File: src/rtl/sdp_seq_ctrl.sv
// -----------------------------------------------------------------------------
// sdp_seq_ctrl -- read/write sequencer for a chunked simple-dual-port buffer.
//
// Read side: a descriptor (base chunk, chunks per pass, pass count) is accepted
// in IDLE. RUN then walks the chunks pass by pass, loading the buffer read
// pointer at the first chunk of each pass and incrementing it for the others.
// The buffer wraps its pointer at NUM_CHUNKS-1, so base+len may run past the
// end of the buffer. Read beats come out one cycle after the issue, aligned
// with the buffer rdata. DRAIN waits for the final beat to be taken and
// pulses done.
//
// Write side: independent of the read FSM. Counts write words modulo
// READ_WIDTH_MUL and, at the producer's layer end, asks the buffer to skip to
// the next chunk if the current chunk is only partly filled.
//
// Handshakes: a transfer happens in a cycle where valid and ready are both
// high at the rising clock edge; valid, once raised, holds its payload
// steady until that edge.
//
// Optional feature: define SDP_SEQ_CTRL_CHECK_EN to reject illegal
// descriptors (cfg_len == 0, cfg_len > NUM_CHUNKS, cfg_passes == 0) with a
// one-cycle cfg_err pulse. Without it cfg_err is tied low.
//
// Ports:
//   clk, rst          clock, asynchronous active-high reset
//   cfg_valid/ready   descriptor handshake (ready only in IDLE)
//   cfg_base          first chunk of the layer
//   cfg_len           chunks per pass (1..NUM_CHUNKS)
//   cfg_passes        passes over the chunks (>= 1)
//   cfg_err           illegal-descriptor pulse
//   rp_load           load buffer read pointer with rp_load_val
//   rp_load_val       read pointer load value (the latched base)
//   rp_inc            advance buffer read pointer
//   rd_valid/ready    read beat handshake towards the consumer
//   rd_first/last     beat is the first / last chunk of a pass
//   done              one-cycle pulse when the last beat of the layer is taken
//   wr_valid          producer word valid
//   wr_layer_end      producer finished the layer
//   we                buffer write enable
//   w_next_chunk      buffer skips to the next write chunk
//   dbg_state         current FSM state (debug visibility)
// -----------------------------------------------------------------------------
module sdp_seq_ctrl #(
    parameter int NUM_CHUNKS     = 35,
    parameter int READ_WIDTH_MUL = 27,
    parameter int PASS_W         = 16,
    localparam int CW = (NUM_CHUNKS > 1) ? $clog2(NUM_CHUNKS) : 1,
    localparam int WW = (READ_WIDTH_MUL > 1) ? $clog2(READ_WIDTH_MUL) : 1
) (
    input  logic              clk,
    input  logic              rst,
    input  logic              cfg_valid,
    output logic              cfg_ready,
    input  logic [CW-1:0]     cfg_base,
    input  logic [CW:0]       cfg_len,
    input  logic [PASS_W-1:0] cfg_passes,
    output logic              cfg_err,
    output logic              rp_load,
    output logic [CW-1:0]     rp_load_val,
    output logic              rp_inc,
    output logic              rd_valid,
    input  logic              rd_ready,
    output logic              rd_first,
    output logic              rd_last,
    output logic              done,
    input  logic              wr_valid,
    input  logic              wr_layer_end,
    output logic              we,
    output logic              w_next_chunk,
    output logic [1:0]        dbg_state
);

    typedef enum logic [1:0] {
        ST_IDLE  = 2'd0,
        ST_RUN   = 2'd1,
        ST_DRAIN = 2'd2
    } state_e;

    localparam logic [WW-1:0] WO_MAX = WW'(READ_WIDTH_MUL - 1);

    state_e              state_q, state_d;
    logic [CW-1:0]       base_q, base_d;
    logic [CW:0]         len_q, len_d;
    logic [PASS_W-1:0]   passes_q, passes_d;
    logic [CW-1:0]       ci_q, ci_d;
    logic [PASS_W-1:0]   pi_q, pi_d;
    logic                rd_valid_q, rd_valid_d;
    logic                rd_first_q, rd_first_d;
    logic                rd_last_q, rd_last_d;
    logic [WW-1:0]       wo_q, wo_d;

    logic                issue;
    logic                ci_last;
    logic                pi_last;
    logic                cfg_bad;
    logic [WW-1:0]       wo_after;

`ifdef SDP_SEQ_CTRL_CHECK_EN
    assign cfg_bad = (cfg_len == '0) ||
                     (cfg_len > (CW+1)'(NUM_CHUNKS)) ||
                     (cfg_passes == '0);
`else
    // Illegal descriptors are not screened in this build.
    assign cfg_bad = 1'b0;
`endif

    assign ci_last = ({1'b0, ci_q} == (len_q - 1'b1));
    assign pi_last = (pi_q == (passes_q - 1'b1));

    // ------------------------------------------------------------------
    // Read FSM: next state and outputs
    // ------------------------------------------------------------------
    always_comb begin
        state_d    = state_q;
        base_d     = base_q;
        len_d      = len_q;
        passes_d   = passes_q;
        ci_d       = ci_q;
        pi_d       = pi_q;
        cfg_ready  = 1'b0;
        cfg_err    = 1'b0;
        issue      = 1'b0;
        done       = 1'b0;

        case (state_q)
            ST_IDLE: begin
                cfg_ready = 1'b1;
                if (cfg_valid) begin
                    if (cfg_bad) begin
                        cfg_err = 1'b1;
                    end else begin
                        base_d   = cfg_base;
                        len_d    = cfg_len;
                        passes_d = cfg_passes;
                        ci_d     = '0;
                        pi_d     = '0;
                        state_d  = ST_RUN;
                    end
                end
            end

            ST_RUN: begin
                // The output register is free when empty or being emptied.
                issue = !rd_valid_q || rd_ready;
                if (issue) begin
                    if (ci_last) begin
                        ci_d = '0;
                        pi_d = pi_q + 1'b1;
                        if (pi_last) begin
                            state_d = ST_DRAIN;
                        end
                    end else begin
                        ci_d = ci_q + 1'b1;
                    end
                end
            end

            ST_DRAIN: begin
                // Only the final beat can still be held in the output register.
                if (rd_valid_q && rd_ready) begin
                    done    = 1'b1;
                    state_d = ST_IDLE;
                end
            end

            default: begin
                state_d = ST_IDLE;
            end
        endcase
    end

    // Beat register: mirrors the buffer's one-cycle read latency.
    always_comb begin
        rd_valid_d = rd_valid_q;
        rd_first_d = rd_first_q;
        rd_last_d  = rd_last_q;
        if (issue) begin
            rd_valid_d = 1'b1;
            rd_first_d = (ci_q == '0);
            rd_last_d  = ci_last;
        end else if (rd_ready) begin
            rd_valid_d = 1'b0;
            rd_first_d = 1'b0;
            rd_last_d  = 1'b0;
        end
    end

    assign rp_load     = issue && (ci_q == '0);
    assign rp_inc      = issue && (ci_q != '0);
    assign rp_load_val = base_q;
    assign rd_valid    = rd_valid_q;
    assign rd_first    = rd_first_q;
    assign rd_last     = rd_last_q;
    assign dbg_state   = state_q;

    // ------------------------------------------------------------------
    // Write side
    // ------------------------------------------------------------------
    assign we = wr_valid;

    always_comb begin
        wo_after = wo_q;
        if (wr_valid) begin
            wo_after = (wo_q == WO_MAX) ? '0 : wo_q + 1'b1;
        end
        // A partly filled chunk is closed at layer end; a full one already
        // wrapped to offset 0 and needs no skip.
        w_next_chunk = wr_layer_end && (wo_after != '0);
        wo_d         = w_next_chunk ? '0 : wo_after;
    end

    // ------------------------------------------------------------------
    // Registers
    // ------------------------------------------------------------------
    always_ff @(posedge clk or posedge rst) begin
        if (rst) begin
            state_q    <= ST_IDLE;
            base_q     <= '0;
            len_q      <= '0;
            passes_q   <= '0;
            ci_q       <= '0;
            pi_q       <= '0;
            rd_valid_q <= 1'b0;
            rd_first_q <= 1'b0;
            rd_last_q  <= 1'b0;
            wo_q       <= '0;
        end else begin
            state_q    <= state_d;
            base_q     <= base_d;
            len_q      <= len_d;
            passes_q   <= passes_d;
            ci_q       <= ci_d;
            pi_q       <= pi_d;
            rd_valid_q <= rd_valid_d;
            rd_first_q <= rd_first_d;
            rd_last_q  <= rd_last_d;
            wo_q       <= wo_d;
        end
    end

endmodule

File: config.mk
export PLATFORM = sky130hd
export DESIGN_NAME = sdp_seq_ctrl
export DESIGN_NICKNAME = d
export VERILOG_FILES = /design/src/rtl/sdp_seq_ctrl.sv
export SDC_FILE = /design/constraint.sdc
export NUM_CORES = 1
export LEC_CHECK = 0
export CELL_PAD_IN_SITES_DETAIL_PLACEMENT = 1
export CELL_PAD_IN_SITES_GLOBAL_PLACEMENT = 1
export CORE_MARGIN = 3
export CORE_UTILIZATION = 37
export DETAILED_ROUTE_END_ITERATION = 7
export PLACE_DENSITY = 0.77
export SLEW_MARGIN = 20
export SYNTH_ARGS = -nofsm -noshare
export SYNTH_HDL_FRONTEND = slang
export SYNTH_SLANG_ARGS = --single-unit
File: constraint.sdc
create_clock -name clk -period 4.1 [get_ports clk]
set_input_delay 0.615 -clock clk [delete_from_list [all_inputs] [get_ports clk]]
set_output_delay 0.615 -clock clk [all_outputs]
set_load 0.05 [all_outputs]
; After elaboration in Yosys (flattened, before gate mapping)
; Cells that the tools add are included.
[classes]
addsub = 5
multipliers = 0
div_mod_pow = 0
order_cmp = 0
n_eq_ne = 10
shift = 0
n_mux = 25
bitwise_logic = 0
reduce_logical = 16
[ops]
columns = op, count
row1 = 16-bit two-way mux, 3
row2 = 16-bit one-hot mux with 2 select lines, 1
row3 = 6-bit two-way mux, 3
row4 = 16-bit by 1-bit adder with 16-bit output (second input constant), 1
row5 = 16-bit equality test, 1
row6 = 16-bit by 1-bit subtractor with 16-bit output (second input constant), 1
row7 = 5-bit two-way mux, 3
row8 = 6-bit one-hot mux with 2 select lines, 1
row9 = 2-bit two-way mux, 5
row10 = 2-bit != test (second input constant), 5
row11 = 1-bit two-way mux, 8
row12 = 6-bit by 7-bit equality test with 1-bit output, 1
row13 = 7-bit by 1-bit subtractor with 7-bit output (second input constant), 1
row14 = 6-bit by 1-bit adder with 6-bit output (second input constant), 1
row15 = 6-bit logical NOT, 1
row16 = 2-bit one-hot mux with 3 select lines, 1
row17 = 6-bit nonzero test, 1
row18 = 5-bit by 1-bit adder with 5-bit output (second input constant), 1
row19 = 5-bit equality test (second input constant), 1
row20 = 5-bit AND reduction, 1
row21 = 5-bit nonzero test, 1
row22 = 1-bit logical AND, 4
row23 = 4-bit AND reduction, 1
row24 = 2-bit nonzero test, 2
row25 = 7 further kinds, 7
[word_totals]
reg_bits = 61
latchBits = 0
ramBits = 0
romBits = 0
inputBits = 35
out_inout_bits = 18
wordCells = 66
mem_count = 0

; Logic depth before layout (Yosys ltp)
[logic_depth]
depth_word = 6
depth_mapped = 10
mapped_depth_nobuf = 8

; Least setup slack after synthesis
; Ideal clock, no wire load.
[synth_timing]
path_kind = register to output
startpoint = reg state_q[0] (netlist: dbg_state[0])
endpoint = out rp_inc
arrival_time_ps = 1980
required_time_ps = 3485
slack_ps = 1505
stages_incl_launch_ff = 5
path_buffers = 1
path_cell_list = dfrtp_1 > clkbuf_1 > nor2b_1 > nand2_1 > a21oi_1
[synth_via]
elab_chain_len = 3
[synth_rtl]
columns = element, line
row1 = from (decl), 81  ; state_e state_q, state_d;
row2 = from (signal assigned), 228  ; state_q <= state_d;
row3 = 2-bit by 1-bit equality test with 1-bit output, 125  ; case (state_q)
row4 = 1-bit two-way mux, 125
row5 = 1-bit logical AND, 189  ; assign rp_inc = issue && (ci_q != '0);
row6 = to (decl), 60  ; output logic rp_inc,
; Every way passes these cells.

; Final worst setup path
[layout_timing]
startpoint = reg wo_q[0]
endpoint = out w_next_chunk
[layout_via]
elab_chain_len = 5
word_cells_on_any_way = 6
cone_classes = 1 x add/sub / 1 x eq/ne / 2 x mux / 2 x reduce/logical
[layout_rtl]
columns = element, line
row1 = from (decl), 90  ; logic [WW-1:0] wo_q, wo_d;
row2 = from (signal assigned), 237  ; wo_q <= wo_d;
row3 = 5-bit by 1-bit adder with 5-bit output / 5-bit equality test (equally long branches), 204  ; wo_after = (wo_q == WO_MAX) ? '0 : wo_q + 1'b1;
row4 = 5-bit two-way mux, 204
row5 = 5-bit two-way mux (*), 203  ; if (wr_valid) begin
row6 = 5-bit nonzero test (*), 208  ; w_next_chunk = wr_layer_end && (wo_after != '0);
row7 = 1-bit logical AND (*), 208
row8 = to (decl), 69  ; output logic w_next_chunk,
; Mark *: on every way between the ends. The rest lies on a longest branch, timed or not.

==> impl_metrics.py <==
metrics = {
    "yosys": {
        "synth-async-reset-ratio": 1.00,
        "syn-cell-area_um2": 3570,
        "ys.flop_type": "dfrtp_1",
        "synth_area_per_cell_um2": 8.59,
        "synth-edff-count": 0,
        "synth_nets": 457,
        "ys_seq_area_frac": 0.428,
        "yosys_warnings": 0,
        "netlist-cell-type-count": 55,
        "ys_ff_latch": 61,
        "syn_inst": 415,
    },
    "clocking": {
        "cts_buffers": 9,
        "root_buffer": "clkbuf_8",
        "clock_sinks": 61,
        "clk_pin_slew_worst_paths_ps": 70,
        "htreeDepth": 3,
        "post-cts-setup-buffer-count": 0,
        "tritoncts": "done",
        "clk_latency_ps": 350,
        "cts_resized": 0,
        "hold_buffers": 0,
        "clockBufferDepth": 2,
    },
    "pwr": {
        "switchingPower_mw": 0.694,
        "combPwrFrac": 0.293,
        "irDropWorstVdd_mv": 0.180,
        "pwr-share-clk": 0.279,
        "leakagePower_nw": 1.89,
        "seqPwrFrac": 0.429,
        "power_density_nw_per_um2": 438,
        "p_sw_frac": 0.363,
        "p_int_mw": 1.22,
    },
    "drt": {
        "wl_mm": 9.52,
        "avgRoutedWirePerCell_um": 16.0,
        "vias": 3214,
        "drc": 0,
        "vias_per_cell": 5.39,
        "ant_nets": 0,
        "first_pass_iters": 4,
        "drtIter0Drc": 153,
    },
    "die": {
        "die_width_um": 104,
        "core.rowCount": 35,
        "core_area_um2": 9280,
        "die_y_um": 104,
        "dieArea_um2": 10900,
        "start_util": 0.384,
        "ios": 53,
    },
    "timing": {
        "drv_slew": 0,
        "setup-violations-final": 0,
        "worst_slack_ps": 731,
        "finalSetupTns_ps": 0,
        "fin_crit_sh": 0.822,
        "fin_crit_ps": 3370,
        "hold_viol_final": 0,
        "max_freq_mhz": 297,
        "grt_setup_unrepaired": "no",
        "tightest_slew_ps": 874,
        "clock_skew_ps": 7.37,
        "slew-limit-headroom": 0.416,
    },
    "critical_path": {
        "crit_arrival_ps": 2750,
        "critPathKind": "flop to output pin",
        "end_kind": "output pin",
        "worst_setup_path_start_kind": "flop",
        "worstPathRequired_ps": 3480,
        "cp_max_fo": 7,
    },
    "layout": {
        "final_common_cell": "nand2_1",
        "antennaDiodeCount": 0,
        "multiInputGateArea_um2": 1900,
        "register_area_um2": 1530,
        "final_cell_mix": "nand2_1, dfrtp_1, clkdlybuf4s50_1",
        "drive_gt1_frac": 0.0664,
        "fillers": 1108,
        "area_delta_synth_final_pct": 22.4,
        "utilization": 0.470,
        "fin_nets": 504,
    },
    "outcome": {
        "outcome": "complete, no violations",
    },
    "global_routing": {
        "global_route.usage.total": 0.184,
        "grt-ovfl-total": 0,
        "antenna_found_initial": 0,
        "grt_pass1_wl_mm": 16.4,
        "grt_pass1_vias": 3340,
        "grt_max_degree": 48,
    },
    "place": {
        "dp_hpwl_mm": 6.88,
        "port_buffers": 51,
        "post-place-ws_ps": 891,
        "gp_congestion": 0.799,
    },
    "worst_hold_path": {
        "min_path_type": "flop to flop",
    },
    "run": {
        "drv_cap": 0,
    },
}
[final timing paths]
kind	start	end	slack (ps)	depth (start not counted)
max reg2reg	len_q[0]	pi_q[3]	1180	9
max in group asynchronous	rst	pi_q[5]	2530	3
min reg2reg	rp_load_val[3]	rp_load_val[3]	480	2
max	wo_q[0]	w_next_chunk	730	8
min	rp_load_val[3]	rp_load_val[3]	480	2
min in group asynchronous	rst	wo_q[0]	680	2
[area by class of cell]
class / count / area share
clock buffer: 11 / 0.0324
clock inverter: 5 / 0.0115
inverter: 11 / 0.00946
multi-input combinational: 324 / 0.436
sequential: 61 / 0.350
tap: 129 / 0.0370
timing repair buffer: 55 / 0.124
[kinds of logic (layout without fill, tap and decap cells)]
| logic type | after synthesis | count (layout) | synth area share |
|---|---|---|---|
| adders and majority gates | 7 | 7 | 0.0246 |
| DFF | 61 | 61 | 0.428 |
| and+or+nand+nor | 203 | 203 | 0.285 |
| other | 1 | 1 | 0.00105 |
| xor gates and xnor gates | 31 | 31 | 0.0761 |
| AOI/OAI and AO/OA | 81 | 81 | 0.145 |
| muxes | 1 | 1 | 0.00281 |
| buffers and inverters | 30 | 82 | 0.0379 |
[sequential cells by signal (all words and copies together), names as in the netlist]
name / cells
rp_load_val: 6
wo_q: 5
dbg_state: 2
pi_q: 16
rd_valid: 1
rd_last: 1
len_q: 7
rd_first: 1
ci_q: 6
passes_q: 16
[stage by stage]
stage | instances | power (mW) | instance area (um^2) | hold slack, ps
floorplan | 415 | 1.20 | 3570 | 465
global placement | 580 | 1.36 | 4170 | 457
detailed placement | 580 | 1.39 | 4170 | 466
CTS | 596 | 1.93 | 4370 | 485
global route | 596 | 2.04 | 4370 | 513
finish | 596 | 1.91 | 4370 | 481
[power groups by stage]
stage / sequential, mW / combinational (mW) / clock, mW
CTS: 0.818 / 0.567 / 0.548
global route: 0.839 / 0.623 / 0.573
detailed placement: 0.829 / 0.562 / 0
global placement: 0.820 / 0.537 / 0
finish: 0.820 / 0.560 / 0.533
floorplan: 0.823 / 0.377 / 0
[critical path, cell delays in order, from the launching register on]
cell and delay, ps:
dfrtp_1 450, inv_1 70, ha_1 230, and4b_1 270, o21ai_1 150, nand2_1 60
o21ai_1 110, o31a_1 220, clkdlybuf4s50_1 820
[cell usage after synthesis, drive strengths merged (3+ instances only)]
| library cell | count | area share |
|---|---|---|
| a21oi | 25 | 0.035 |
| a31oi | 3 | 0.0070 |
| and2 | 4 | 0.0070 |
| and3 | 5 | 0.0088 |
| buf | 5 | 0.012 |
| clkbuf | 14 | 0.015 |
| dfrtp | 61 | 0.43 |
| ha | 7 | 0.025 |
| inv | 11 | 0.012 |
| nand2 | 99 | 0.10 |
| nand3 | 10 | 0.014 |
| nand4 | 9 | 0.016 |
| nor2 | 21 | 0.022 |
| nor2b | 6 | 0.011 |
| nor3 | 8 | 0.013 |
| nor4 | 7 | 0.014 |
| o211ai | 5 | 0.011 |
| o21ai | 21 | 0.029 |
| o31ai | 9 | 0.019 |
| or3 | 7 | 0.012 |
| or4 | 12 | 0.026 |
| xnor2 | 17 | 0.042 |
| xor2 | 14 | 0.034 |
[per-layer routing]
metal	vias to the layer above	GRT usage	part of all wire	wire length (um)
li1	1546	-	-	-
met1	1598	0.243	0.47	4500
met2	58	0.296	0.48	4550
met3	12	0.0348	0.031	296
met4	0	0.0760	0.018	175
met5	-	0	0	0
Note: power is estimated with default switching activity, not from simulation.
